### config.mk
export PLATFORM = sky130hd
export DESIGN_NAME = alu_md
export DESIGN_NICKNAME = d
export VERILOG_FILES = /design/src/rtl/alu_md.sv
export SDC_FILE = /design/constraint.sdc
export NUM_CORES = 1
export LEC_CHECK = 0
export ABC_AREA = 1
export CAP_MARGIN = 5
export CELL_PAD_IN_SITES_DETAIL_PLACEMENT = 0
export CELL_PAD_IN_SITES_GLOBAL_PLACEMENT = 2
export CORE_UTILIZATION = 25
export CTS_CLUSTER_DIAMETER = 60
export CTS_CLUSTER_SIZE = 28
export DETAILED_ROUTE_END_ITERATION = 12
export PLACE_DENSITY_LB_ADDON = 0.25
export SYNTH_ARGS = -nofsm -noshare
export SYNTH_HDL_FRONTEND = slang
export SYNTH_SLANG_ARGS = --single-unit
### constraint.sdc
create_clock -name clk -period 6.59 [get_ports clk]
set_input_delay 0.9885 -clock clk [delete_from_list [all_inputs] [get_ports clk]]
set_output_delay 0.9885 -clock clk [all_outputs]
set_load 0.01 [all_outputs]
### src/rtl/alu_md.sv
// alu_md: execute-stage ALU with same-cycle combinational ops plus an
// iterative multiply/divide unit driving architectural HI/LO registers.
// Optional macro FAST_MUL_EN swaps the shift-add multiplier for a
// single-cycle multiplier; divide stays iterative either way.
module alu_md #(
  parameter int WIDTH   = 32,
  parameter int SHAMT_W = 5
) (
  input  logic               clk,
  input  logic               rst,
  input  logic [WIDTH-1:0]   A,
  input  logic [WIDTH-1:0]   B,
  input  logic [4:0]         ALUOp,
  input  logic [SHAMT_W-1:0] shamt,
  input  logic               start,
  output logic [WIDTH-1:0]   C,
  output logic               Zero,
  output logic               Overflow,
  output logic               busy,
  output logic               done,
  output logic [WIDTH-1:0]   hi,
  output logic [WIDTH-1:0]   lo
);

  localparam logic [4:0] OP_ADDU  = 5'b00001;
  localparam logic [4:0] OP_ADD   = 5'b00010;
  localparam logic [4:0] OP_SUBU  = 5'b00011;
  localparam logic [4:0] OP_SUB   = 5'b00100;
  localparam logic [4:0] OP_AND   = 5'b00101;
  localparam logic [4:0] OP_OR    = 5'b00110;
  localparam logic [4:0] OP_NOR   = 5'b00111;
  localparam logic [4:0] OP_XOR   = 5'b01000;
  localparam logic [4:0] OP_SLT   = 5'b01001;
  localparam logic [4:0] OP_SLTU  = 5'b01010;
  localparam logic [4:0] OP_SLL   = 5'b01011;
  localparam logic [4:0] OP_SRL   = 5'b01100;
  localparam logic [4:0] OP_SRA   = 5'b01101;
  localparam logic [4:0] OP_LUI   = 5'b01110;
  localparam logic [4:0] OP_MULT  = 5'b10000;
  localparam logic [4:0] OP_MULTU = 5'b10001;
  localparam logic [4:0] OP_DIV   = 5'b10010;
  localparam logic [4:0] OP_DIVU  = 5'b10011;
  localparam logic [4:0] OP_MFHI  = 5'b10100;
  localparam logic [4:0] OP_MFLO  = 5'b10101;
  localparam logic [4:0] OP_MTHI  = 5'b10110;
  localparam logic [4:0] OP_MTLO  = 5'b10111;

  localparam logic [SHAMT_W-1:0] LAST = SHAMT_W'(WIDTH - 1);

  typedef enum logic [1:0] {S_IDLE, S_MUL, S_DIV, S_FIN} state_t;

  state_t             state, state_n;
  logic [SHAMT_W-1:0] count;
  logic [WIDTH-1:0]   opnd;
  logic [WIDTH-1:0]   acc_hi;
  logic [WIDTH-1:0]   acc_lo;
  logic               neg_hi;
  logic               neg_lo;

  logic [WIDTH-1:0]   add_res;
  logic [WIDTH-1:0]   sub_res;

  logic               op_signed;
  logic               a_neg;
  logic               b_neg;
  logic [WIDTH-1:0]   mag_a;
  logic [WIDTH-1:0]   mag_b;
  logic               is_mul;
  logic               is_div;
  logic               last;

  logic [WIDTH:0]     mul_sum;
  logic [2*WIDTH-1:0] mul_next;
  logic [2*WIDTH-1:0] mul_res;
  logic [WIDTH:0]     div_shift;
  logic               div_ge;
  logic [WIDTH:0]     div_rem_full;
  logic [WIDTH-1:0]   div_q;
  logic [WIDTH-1:0]   div_r;

  assign add_res   = A + B;
  assign sub_res   = A - B;
  assign Zero      = (A == B);

  assign op_signed = (ALUOp == OP_MULT) || (ALUOp == OP_DIV);
  assign a_neg     = op_signed & A[WIDTH-1];
  assign b_neg     = op_signed & B[WIDTH-1];
  assign mag_a     = a_neg ? -A : A;
  assign mag_b     = b_neg ? -B : B;
  assign is_mul    = (ALUOp == OP_MULT) || (ALUOp == OP_MULTU);
  assign is_div    = (ALUOp == OP_DIV)  || (ALUOp == OP_DIVU);
  assign last      = (count == LAST);

  // one shift-add step: add multiplicand if the low bit is set, then shift right
  assign mul_sum   = {1'b0, acc_hi} + (acc_lo[0] ? {1'b0, opnd} : '0);
  assign mul_next  = {mul_sum, acc_lo[WIDTH-1:1]};
  assign mul_res   = neg_lo ? -mul_next : mul_next;

  // one restoring-divide step: shift next dividend bit into the remainder, try subtract
  assign div_shift    = {acc_hi, acc_lo[WIDTH-1]};
  assign div_ge       = (div_shift >= {1'b0, opnd});
  assign div_rem_full = div_ge ? (div_shift - {1'b0, opnd}) : div_shift;
  assign div_r        = div_rem_full[WIDTH-1:0];
  assign div_q        = {acc_lo[WIDTH-2:0], div_ge};

`ifdef FAST_MUL_EN
  logic [2*WIDTH-1:0] fast_prod;
  logic [2*WIDTH-1:0] fast_res;
  assign fast_prod = {{WIDTH{1'b0}}, mag_a} * {{WIDTH{1'b0}}, mag_b};
  assign fast_res  = (a_neg ^ b_neg) ? -fast_prod : fast_prod;
`endif

  // same-cycle result mux and signed-overflow detection
  always_comb begin
    C        = '0;
    Overflow = 1'b0;
    case (ALUOp)
      OP_ADDU: C = add_res;
      OP_ADD: begin
        C        = add_res;
        Overflow = (A[WIDTH-1] == B[WIDTH-1]) && (add_res[WIDTH-1] != A[WIDTH-1]);
      end
      OP_SUBU: C = sub_res;
      OP_SUB: begin
        C        = sub_res;
        Overflow = (A[WIDTH-1] != B[WIDTH-1]) && (sub_res[WIDTH-1] != A[WIDTH-1]);
      end
      OP_AND:  C = A & B;
      OP_OR:   C = A | B;
      OP_NOR:  C = ~(A | B);
      OP_XOR:  C = A ^ B;
      OP_SLT:  C = {{(WIDTH-1){1'b0}}, ($signed(A) < $signed(B))};
      OP_SLTU: C = {{(WIDTH-1){1'b0}}, (A < B)};
      OP_SLL:  C = B << shamt;
      OP_SRL:  C = B >> shamt;
      OP_SRA:  C = $signed(B) >>> shamt;
      OP_LUI:  C = {B[WIDTH/2-1:0], {(WIDTH/2){1'b0}}};
      OP_MFHI: C = hi;
      OP_MFLO: C = lo;
      default: C = '0;
    endcase
  end

  // state register
  always_ff @(posedge clk) begin
    if (rst) state <= S_IDLE;
    else     state <= state_n;
  end

  // next-state logic and handshake outputs
  always_comb begin
    state_n = state;
    busy    = 1'b0;
    done    = 1'b0;
    case (state)
      S_IDLE: begin
        if (start) begin
          if (is_mul) begin
`ifdef FAST_MUL_EN
            state_n = S_FIN;
`else
            state_n = S_MUL;
`endif
          end else if (is_div) begin
            state_n = (B == '0) ? S_FIN : S_DIV;
          end
        end
      end
      S_MUL, S_DIV: begin
        busy = 1'b1;
        if (last) state_n = S_FIN;
      end
      S_FIN: begin
        done    = 1'b1;
        state_n = S_IDLE;
      end
      default: state_n = S_IDLE;
    endcase
  end

  // operand capture, iteration datapath and HI/LO updates
  always_ff @(posedge clk) begin
    if (rst) begin
      count  <= '0;
      opnd   <= '0;
      acc_hi <= '0;
      acc_lo <= '0;
      neg_hi <= 1'b0;
      neg_lo <= 1'b0;
      hi     <= '0;
      lo     <= '0;
    end else begin
      case (state)
        S_IDLE: begin
          if (start && is_mul) begin
`ifdef FAST_MUL_EN
            {hi, lo} <= fast_res;
`else
            opnd   <= mag_a;
            acc_hi <= '0;
            acc_lo <= mag_b;
            neg_hi <= a_neg ^ b_neg;
            neg_lo <= a_neg ^ b_neg;
            count  <= '0;
`endif
          end else if (start && is_div) begin
            if (B == '0) begin
              hi <= A;
              lo <= '1;
            end else begin
              opnd   <= mag_b;
              acc_hi <= '0;
              acc_lo <= mag_a;
              neg_hi <= a_neg;
              neg_lo <= a_neg ^ b_neg;
              count  <= '0;
            end
          end else if (!start) begin
            if (ALUOp == OP_MTHI) hi <= A;
            if (ALUOp == OP_MTLO) lo <= A;
          end
        end
        S_MUL: begin
          {acc_hi, acc_lo} <= mul_next;
          count            <= count + SHAMT_W'(1);
          if (last) {hi, lo} <= mul_res;
        end
        S_DIV: begin
          acc_hi <= div_r;
          acc_lo <= div_q;
          count  <= count + SHAMT_W'(1);
          if (last) begin
            lo <= neg_lo ? -div_q : div_q;
            hi <= neg_hi ? -div_r : div_r;
          end
        end
        default: ;
      endcase
    end
  end

endmodule

### After elaboration in Yosys (flattened, before gate mapping)

Cells that the tools add are included.

* output and inout port bits: 100
* input bits: 77
* flip-flop bits (word level): 169
* word-level logic and storage cells: 151

* order comparisons: 3
* reduce and logical (&&, ||, !) cells: 21
* add/subtract/negate cells: 10
* shift operators: 3
* bitwise gates (word level): 7
* mux-type cells: 54
* equality and inequality tests: 44

Operator list (count)
* 32-bit two-way mux: 29
* 32-bit case mux with 14 select lines: 1
* 32-bit case mux with 3 select lines: 4
* 32-bit negator: 4
* 32-bit less-than comparator: 2
* 64-bit two-way mux: 1
* 64-bit negator: 1
* 32-bit subtractor: 2
* 5-bit == test, second input constant: 9
* 5-bit by 4-bit == test with 1-bit output, second input constant: 7
* 32-bit by 32-bit adder with 33-bit output: 1
* 33-bit by 32-bit >= comparator with 1-bit output: 1
* 32-bit adder: 1
* 32-bit AND: 1
* 32-bit == test: 1
* 32-bit logical NOT: 1
* 32-bit inverter: 1
* 32-bit bitwise OR: 1
* 32-bit by 5-bit << shifter with 32-bit output: 1
* 32-bit by 5-bit right shift with 32-bit output: 1
* 32-bit by 5-bit >>> shifter with 32-bit output: 1
* 32-bit bitwise XOR: 1
* 3-bit inequality test, second input constant: 7
* 5-bit by 3-bit == test with 1-bit output, second input constant: 4
* other kinds (25): 59

### Longest topological paths before layout

Gate-level depths: netlist (run 1).

* depth in word-level cells: 8
* mapped depth: 28
* depth with buffers taken out: 27

### Worst setup path before layout (run 1)

Ideal clock, no wire load.

* kind: input to output
* start point: in B[16]
* end point: out C[29]
* path slack: 2258 ps
* path buffers: 2
* cell stages on the path: 15
* data arrival time: 3344 ps
* data required time: 5602 ps
* path through: clkbuf_1 inv_1 ha_1 clkbuf_1 inv_1 a21oi_1 inv_1 a21oi_1 o21ai_0 a211oi_1 nand2_1 a31o_2 or2_2 nand2_1 nand3_1

* cells in the longest elaborated chain, start to end: 2
* elaborated cells on any way between the ends: 6
* those cells by class: 2 x add/sub; 3 x shift; 1 x mux

Ends and longest elaborated chain
* start, declared: RTL line 12 `input logic [WIDTH-1:0] B,`
* 32-bit subtractor (tied with other cells): RTL line 82 `assign sub_res = A - B;`
* 32-bit case mux with 14 select lines *: RTL line 117 `case (ALUOp)`
* end, declared: RTL line 16 `output logic [WIDTH-1:0] C,`

Every way passes the cells marked *; elsewhere a longest branch is shown, timed or not.

### Worst setup path in the final report (run 1)

* start point: in B[1]
* end point: out Overflow

* cells in the longest elaborated chain, start to end: 4
* elaborated cells on any way between the ends: 7
* those cells by class: 2 x add/sub; 2 x eq/ne; 1 x mux; 2 x reduce/logical

Ends and longest elaborated chain
* 32-bit subtractor / 32-bit adder (equally long branches): RTL line 82, 81
* 1-bit inequality test (on tied branches): RTL line 126, 121
* 1-bit logical AND (on tied branches): RTL line 126, 121
* 1-bit case mux with 2 select lines *: RTL line 117
* end, declared: RTL line 18 `output logic Overflow,`

Marks and branches as above.

==> results_dict.tcl, run 1 <==
set metrics [dict create \
    status "completed" \
    yosysTopAreaCell "nand2_1" \
    hold_depth 2 \
    cp.arrival_ns 5.27 \
    clk_pin_slew_worst_paths_ns 0.07 \
    ant_nets 0 \
    r2r_slack_ns 1.43 \
    cp.required_ns 5.60 \
    max-vdd-ir-drop_uv 193 \
    clkPwrFrac 0.123 \
    grt_pass1_vias 33600 \
    cts_htree_levels 4 \
    post-route-period-util 0.949 \
    power.density_nw_per_um2 260 \
    swShare 0.611 \
    synth_top_flop_cell "dfxtp_1" \
    p_leak_nw 14.9 \
    io_pins 177 \
    p_total_mw 8.40 \
    setup_ws_ns 0.334 \
    cp-end-kind "output port" \
    hold_violations 0 \
    netlist.area_leader.share 0.178 \
    die_w_um 335 \
    drt-initial-drc-count 4547 \
    postSynthCellCount 5064 \
    cts_num_sinks 169 \
    final_cell_mix "1318 x nand2_1, 623 x inv_1, 500 x nor2_1" \
    synth_seq_cells 169 \
    vias 36900 \
    wl_per_cell_um 28.5 \
    io_buffers 176 \
    gp_congestion 1.06 \
    grt_max_degree 95 \
    tns_ns 0 \
    worstSetupPathType "input pin to output port" \
    cts_tree "done" \
    async_flop_share 0 \
    worst_slew_pin_slew_ns 1.04 \
    clk_latency_ns 0.51 \
    fin_crit_ns 6.26 \
    groute.usage.overall 0.328 \
    final_common_cell "nand2_1" \
    dp_hpwl_um 159000 \
    slew_viol_final 0 \
    intPower_mw 3.27 \
    drc 0 \
    synth_seq_area_share 0.122 \
    cts_made_buffers 17 \
    core-area_um2 109000 \
    die_h_um 335 \
    path_max_fanout 5 \
    drive_gt1_frac 0.0681 \
    setup_viol 0 \
    final_nets 5441 \
    pwr-share-seq 0.184 \
    rr_worst_depth 24 \
    cap_violations 0 \
    synth_cell_types 74 \
    critPathLaunchType "input pin" \
    dr.pass1.iters 6 \
    max_clock_freq_mhz 160 \
    antenna_found_initial 14 \
    dpl_worst_slack_ns 0.166 \
    hold_buffers 0 \
    fin_skew_ns 0.0173 \
    rows 121 \
    synth_area_um2 27800 \
    synthToLayoutAreaGrowth_pct 16.4 \
    p_switching_mw 5.13 \
    final_core_util 0.295 \
    hold_class "flop to flop" \
    grt_overflow 0 \
    start_util 0.254 \
    postSynthAreaPerCell_um2 5.48 \
    grt_first_pass_wirelength_um 262000 \
    fp.dieArea_um2 112000 \
    synth_area_leaders "nand2_1 18%, dfxtp_1 12%, a21oi_1 8.5%" \
    drt_wl_total_um 190000 \
    clk_path_buf_depth 2 \
    synth_edf_count 0 \
    rsz0062_at_grt "no" \
    synth_nets 5318 \
    relSlewSlack 0.295 \
    cts_root_buffer "clkbuf_16" \
    pwr-share-comb 0.693 \
    viasPerCell 5.53 \
    ys_warn_count 0 \
]
[Yosys cell counts, drive strengths merged, types with 11 or more instances]
| master | count |
|---|---|
| nand4 | 64 |
| or2 | 24 |
| nor3 | 76 |
| o221ai | 12 |
| nand3b | 11 |
| o31ai | 11 |
| inv | 640 |
| o211ai | 53 |
| a211oi | 14 |
| clkbuf | 197 |
| nand2 | 1349 |
| a31oi | 50 |
| o21ai | 475 |
| nor4 | 25 |
| a21o | 12 |
| a2111oi | 11 |
| nand3 | 301 |
| buf | 51 |
| xor2 | 93 |
| ha | 173 |
| clkinv | 15 |
| o22ai | 63 |
| dfxtp | 169 |
| o21bai | 15 |
| o2111ai | 31 |
| nor2 | 534 |
| a21oi | 476 |
| a221oi | 29 |
[layer usage]
layer | share of wire | global-route usage | vias up | wire length, µm
met1 | 0.47 | 0.474 | 17700 | 88800
met5 | 0.00027 | 0 | - | 52
met3 | 0.091 | 0.0673 | 204 | 17300
met2 | 0.41 | 0.482 | 1827 | 78500
met4 | 0.029 | 0.0940 | 8 | 5570
li1 | - | - | 17100 | -
[layout make-up]
type                    count  area, µm²
fillers                 12800      77200
multi-input cells        3992      20900
flip-flops and latches    169       3380
repair buffers            352       3140
inverters                 655       2460
well taps                1476       1850
clock buffers              19        443
clock inverters            12       92.6
diodes                      3       7.51
[power groups by stage]
stage          combinational (mW)  clock (mW)  sequential, mW
6_report                     5.82        1.03            1.54
5_1_grt                      6.20        1.08            1.54
4_1_cts                      5.68        1.04            1.52
3_5_place_dp                 5.65           0            1.54
3_3_place_gp                 5.69           0            1.55
2_1_floorplan                3.30           0            1.37
[worst max-delay path, cell delays in order]
cell and delay, ns:
clkdlybuf4s50_1 0.65, inv_1 0.23, ha_1 0.37, inv_1 0.08, nand3b_1 0.07, nand2_1 0.10
nand2_1 0.08, nand2_1 0.09, a21oi_1 0.06, inv_1 0.08, nand2_1 0.06, nand2_1 0.09
a21boi_0 0.14, o21ai_0 0.47, nand3_1 0.30, nand2_1 0.20, nand2_1 0.07, nand3_1 0.14
xor2_1 0.16, nand3_1 0.08, nand2_1 0.16, clkdlybuf4s50_1 0.59
[per-stage QoR]
stage | hold WS [ns] | area, µm² | cells
CTS | 0.479 | 32300 | 6675
detailed placement | 0.468 | 31800 | 6644
floorplan | 0.450 | 27800 | 5064
global placement | 0.456 | 31800 | 6644
global route | 0.498 | 32300 | 6676
finish | 0.475 | 32300 | 6678
[sequential cells by signal, summed over array words and instances, names as in the netlist]
| signal | cells |
|---|---|
| neg_hi | 1 |
| lo | 32 |
| hi | 32 |
| count | 5 |
| acc_hi | 32 |
| state | 2 |
| neg_lo | 1 |
| acc_lo | 32 |
| opnd | 32 |
[cells by family (layout without fill, tap and decap cells)]
| kind of cell | after synthesis | in the layout | synth area share |
|---|---|---|---|
| AND/OR/NAND/NOR | 2393 | 2393 | 0.364 |
| AO/OA/AOI/OAI | 1313 | 1313 | 0.273 |
| buffers and inverters | 903 | 1038 | 0.125 |
| adder cells (fa/ha/maj) | 177 | 177 | 0.0809 |
| flip-flops | 169 | 169 | 0.122 |
| XOR/XNOR | 100 | 100 | 0.0316 |
| multiplexers | 9 | 9 | 0.00325 |
| other | 0 | 3 | 0 |
[repair_timing]
action,4_1_cts,5_1_grt
gates resized for setup,0,3
endpoints found under the setup margin,0,10
setup buffers,0,0
endpoints found under the hold margin,0,0
[final timing paths]
check	startpoint	endpoint
worst max-delay path	B[1]	Overflow
worst min-delay path	count[4]$_SDFFE_PP0P_	count[4]$_SDFFE_PP0P_
worst max register to register	acc_lo[0]$_SDFFE_PP0P_	hi[30]$_SDFFE_PP0P_
worst min register to register	count[4]$_SDFFE_PP0P_	count[4]$_SDFFE_PP0P_
(Power assumes the default switching activity.)
==> run 2: changes to the inputs <==
SKIP_LAST_GASP = 1   (was not set)
==> run 2 against run 1 <==
Routed wire length about the same. Combinational power about the same. Count of clock-buffer cells in the layout unchanged. Clock power about the same. Flip-flop and latch count unchanged. Sequential share of layout area unchanged. Fmax decreased by 0.41%. Final cell count unchanged. Power about the same. Register-to-register slack got worse by 0.02 ns. Die area unchanged. Critical path type unchanged. Highest routed layer unchanged.
==> results_dict.tcl, run 2 (same netlist as run 1, synthesis figures left out) <==
set metrics [dict create \
    status "completed" \
    grt_max_degree 95 \
    antenna_found_initial 14 \
    worstSetupPathType "input pin to output port" \
    p_leak_nw 14.9 \
    hold_violations 0 \
    reg2reg_to "hi[30]$_SDFFE_PP0P_" \
    drt_wl_total_um 190000 \
    cts_root_buffer "clkbuf_16" \
    groute.usage.overall 0.328 \
    cts_made_buffers 17 \
    grt.met1_usage 0.474 \
    clk_pin_slew_worst_paths_ns 0.07 \
    die_h_um 335 \
    r2r_slack_ns 1.41 \
    worst_slew_pin_slew_ns 1.04 \
    rr_worst_depth 24 \
    use_met2 0.482 \
    dr.pass1.iters 6 \
    slew_viol_final 0 \
    cts_num_sinks 169 \
    vias 36900 \
    grt.busiest_layer "met2" \
    setup_ws_ns 0.308 \
    cts_tree "done" \
    fin_crit_ns 6.28 \
    setup_viol 0 \
    cp-end-kind "output port" \
    cap_violations 0 \
    die_w_um 335 \
    cp.arrival_ns 5.29 \
    fp.dieArea_um2 112000 \
    drc 0 \
    rsz0062_at_grt "yes" \
    power.density_nw_per_um2 260 \
    endpoint "Overflow" \
    grt_first_pass_wirelength_um 262000 \
    dp_hpwl_um 159000 \
    hold_class "flop to flop" \
    synthToLayoutAreaGrowth_pct 16.4 \
    gp_congestion 1.06 \
    grt_pass1_vias 33600 \
    reg2reg_from "acc_lo[0]$_SDFFE_PP0P_" \
    dpl_worst_slack_ns 0.166 \
    final_cell_mix "1318 x nand2_1, 623 x inv_1, 500 x nor2_1" \
    clk_latency_ns 0.51 \
    hold_depth 2 \
    path_max_fanout 5 \
    max-vdd-ir-drop_uv 193 \
    final_core_util 0.295 \
    crit_start "B[1]" \
    fillers 12800 \
    drive_gt1_frac 0.0681 \
    seq_area_um2 3380 \
    rows 121 \
    fin_area_um2 32300 \
    relSlewSlack 0.301 \
    io_pins 177 \
    cts_setup_buffers 0 \
    critPathLaunchType "input pin" \
    dpl_cell_area_um2 31800 \
    cts_htree_levels 4 \
    clk_path_buf_depth 2 \
    grt_overflow 0 \
    ant_nets 0 \
    wl_per_cell_um 28.5 \
    io_buffers 176 \
    viasPerCell 5.53 \
    fin_skew_ns 0.0162 \
    core-area_um2 109000 \
    cp.required_ns 5.60 \
    multi_input_area_um2 20900 \
    drt-initial-drc-count 4537 \
    final_nets 5441 \
    met3_usage 0.0673 \
    final_common_cell "nand2_1" \
    start_util 0.254 \
    post-route-period-util 0.953 \
    min_from "count[4]$_SDFFE_PP0P_" \
    p_total_mw 8.40 \
    max_clock_freq_mhz 159 \
]
-- run 2: timing repair --
| item | 4_1_cts | 5_1_grt |
|---|---|---|
| resized for setup | 0 | 2 |
| endpoints found under the hold margin | 0 | 0 |
| hold buffers | 0 | 0 |
| endpoints found under the setup margin | 0 | 10 |
-- run 2: layer usage --
layer	vias to the layer above	wire length, µm
met5	-	52
li1	17100	-
met3	208	17000
met2	1821	78500
met4	8	5590
met1	17700	89000
-- run 2: worst max-delay path: stages --
cell and delay [ns]:
clkdlybuf4s50_1 0.65, inv_1 0.23, ha_1 0.37, inv_1 0.08, nand3b_1 0.07, nand2_1 0.10, nand2_1 0.09, nand2_1 0.08
a21oi_1 0.06, inv_1 0.08, nand2_1 0.06, nand2_1 0.09, a21boi_0 0.14, o21ai_0 0.48, nand3_1 0.30, nand2_1 0.20
nand2_1 0.07, nand3_1 0.14, xor2_1 0.16, nand3_1 0.08, nand2_1 0.16, clkdlybuf4s50_1 0.59
-- run 2: power breakdown --
group / switching [mW] / total, mW / internal [mW]
Combinational: 4.24 / 5.83 / 1.59
Sequential: 0.357 / 1.54 / 1.19
Clock: 0.538 / 1.03 / 0.495
-- run 2: through the flow --
stage | hold slack (ns) | TNS [ns] | cells
3_3_place_gp | 0.456 | 0 | 6644
3_5_place_dp | 0.468 | 0 | 6644
6_report | 0.475 | 0 | 6678
4_1_cts | 0.479 | 0 | 6675
5_1_grt | 0.498 | -0.0644 | 6676
2_1_floorplan | 0.450 | 0 | 5064
-- run 2: layout make-up --
| class | instances | share of cell area |
|---|---|---|
| diodes | 3 | 0.000232 |
| inverters | 655 | 0.0762 |
| clock inverters | 12 | 0.00287 |
| well taps | 1476 | 0.0572 |
| clock buffers | 19 | 0.0137 |
| flip-flops and latches | 169 | 0.105 |
| multi-input cells | 3992 | 0.648 |
| repair buffers | 352 | 0.0971 |
-- run 2: how the worst min path moves through the flow --
stage | slack [ns] | to
after floorplan | 0.45 | count[4]$_SDFFE_PP0P_
after global placement | 0.46 | count[4]$_SDFFE_PP0P_
after detailed placement | 0.47 | count[4]$_SDFFE_PP0P_
after CTS | 0.48 | count[4]$_SDFFE_PP0P_
after global routing | 0.50 | count[4]$_SDFFE_PP0P_
final | 0.47 | count[4]$_SDFFE_PP0P_
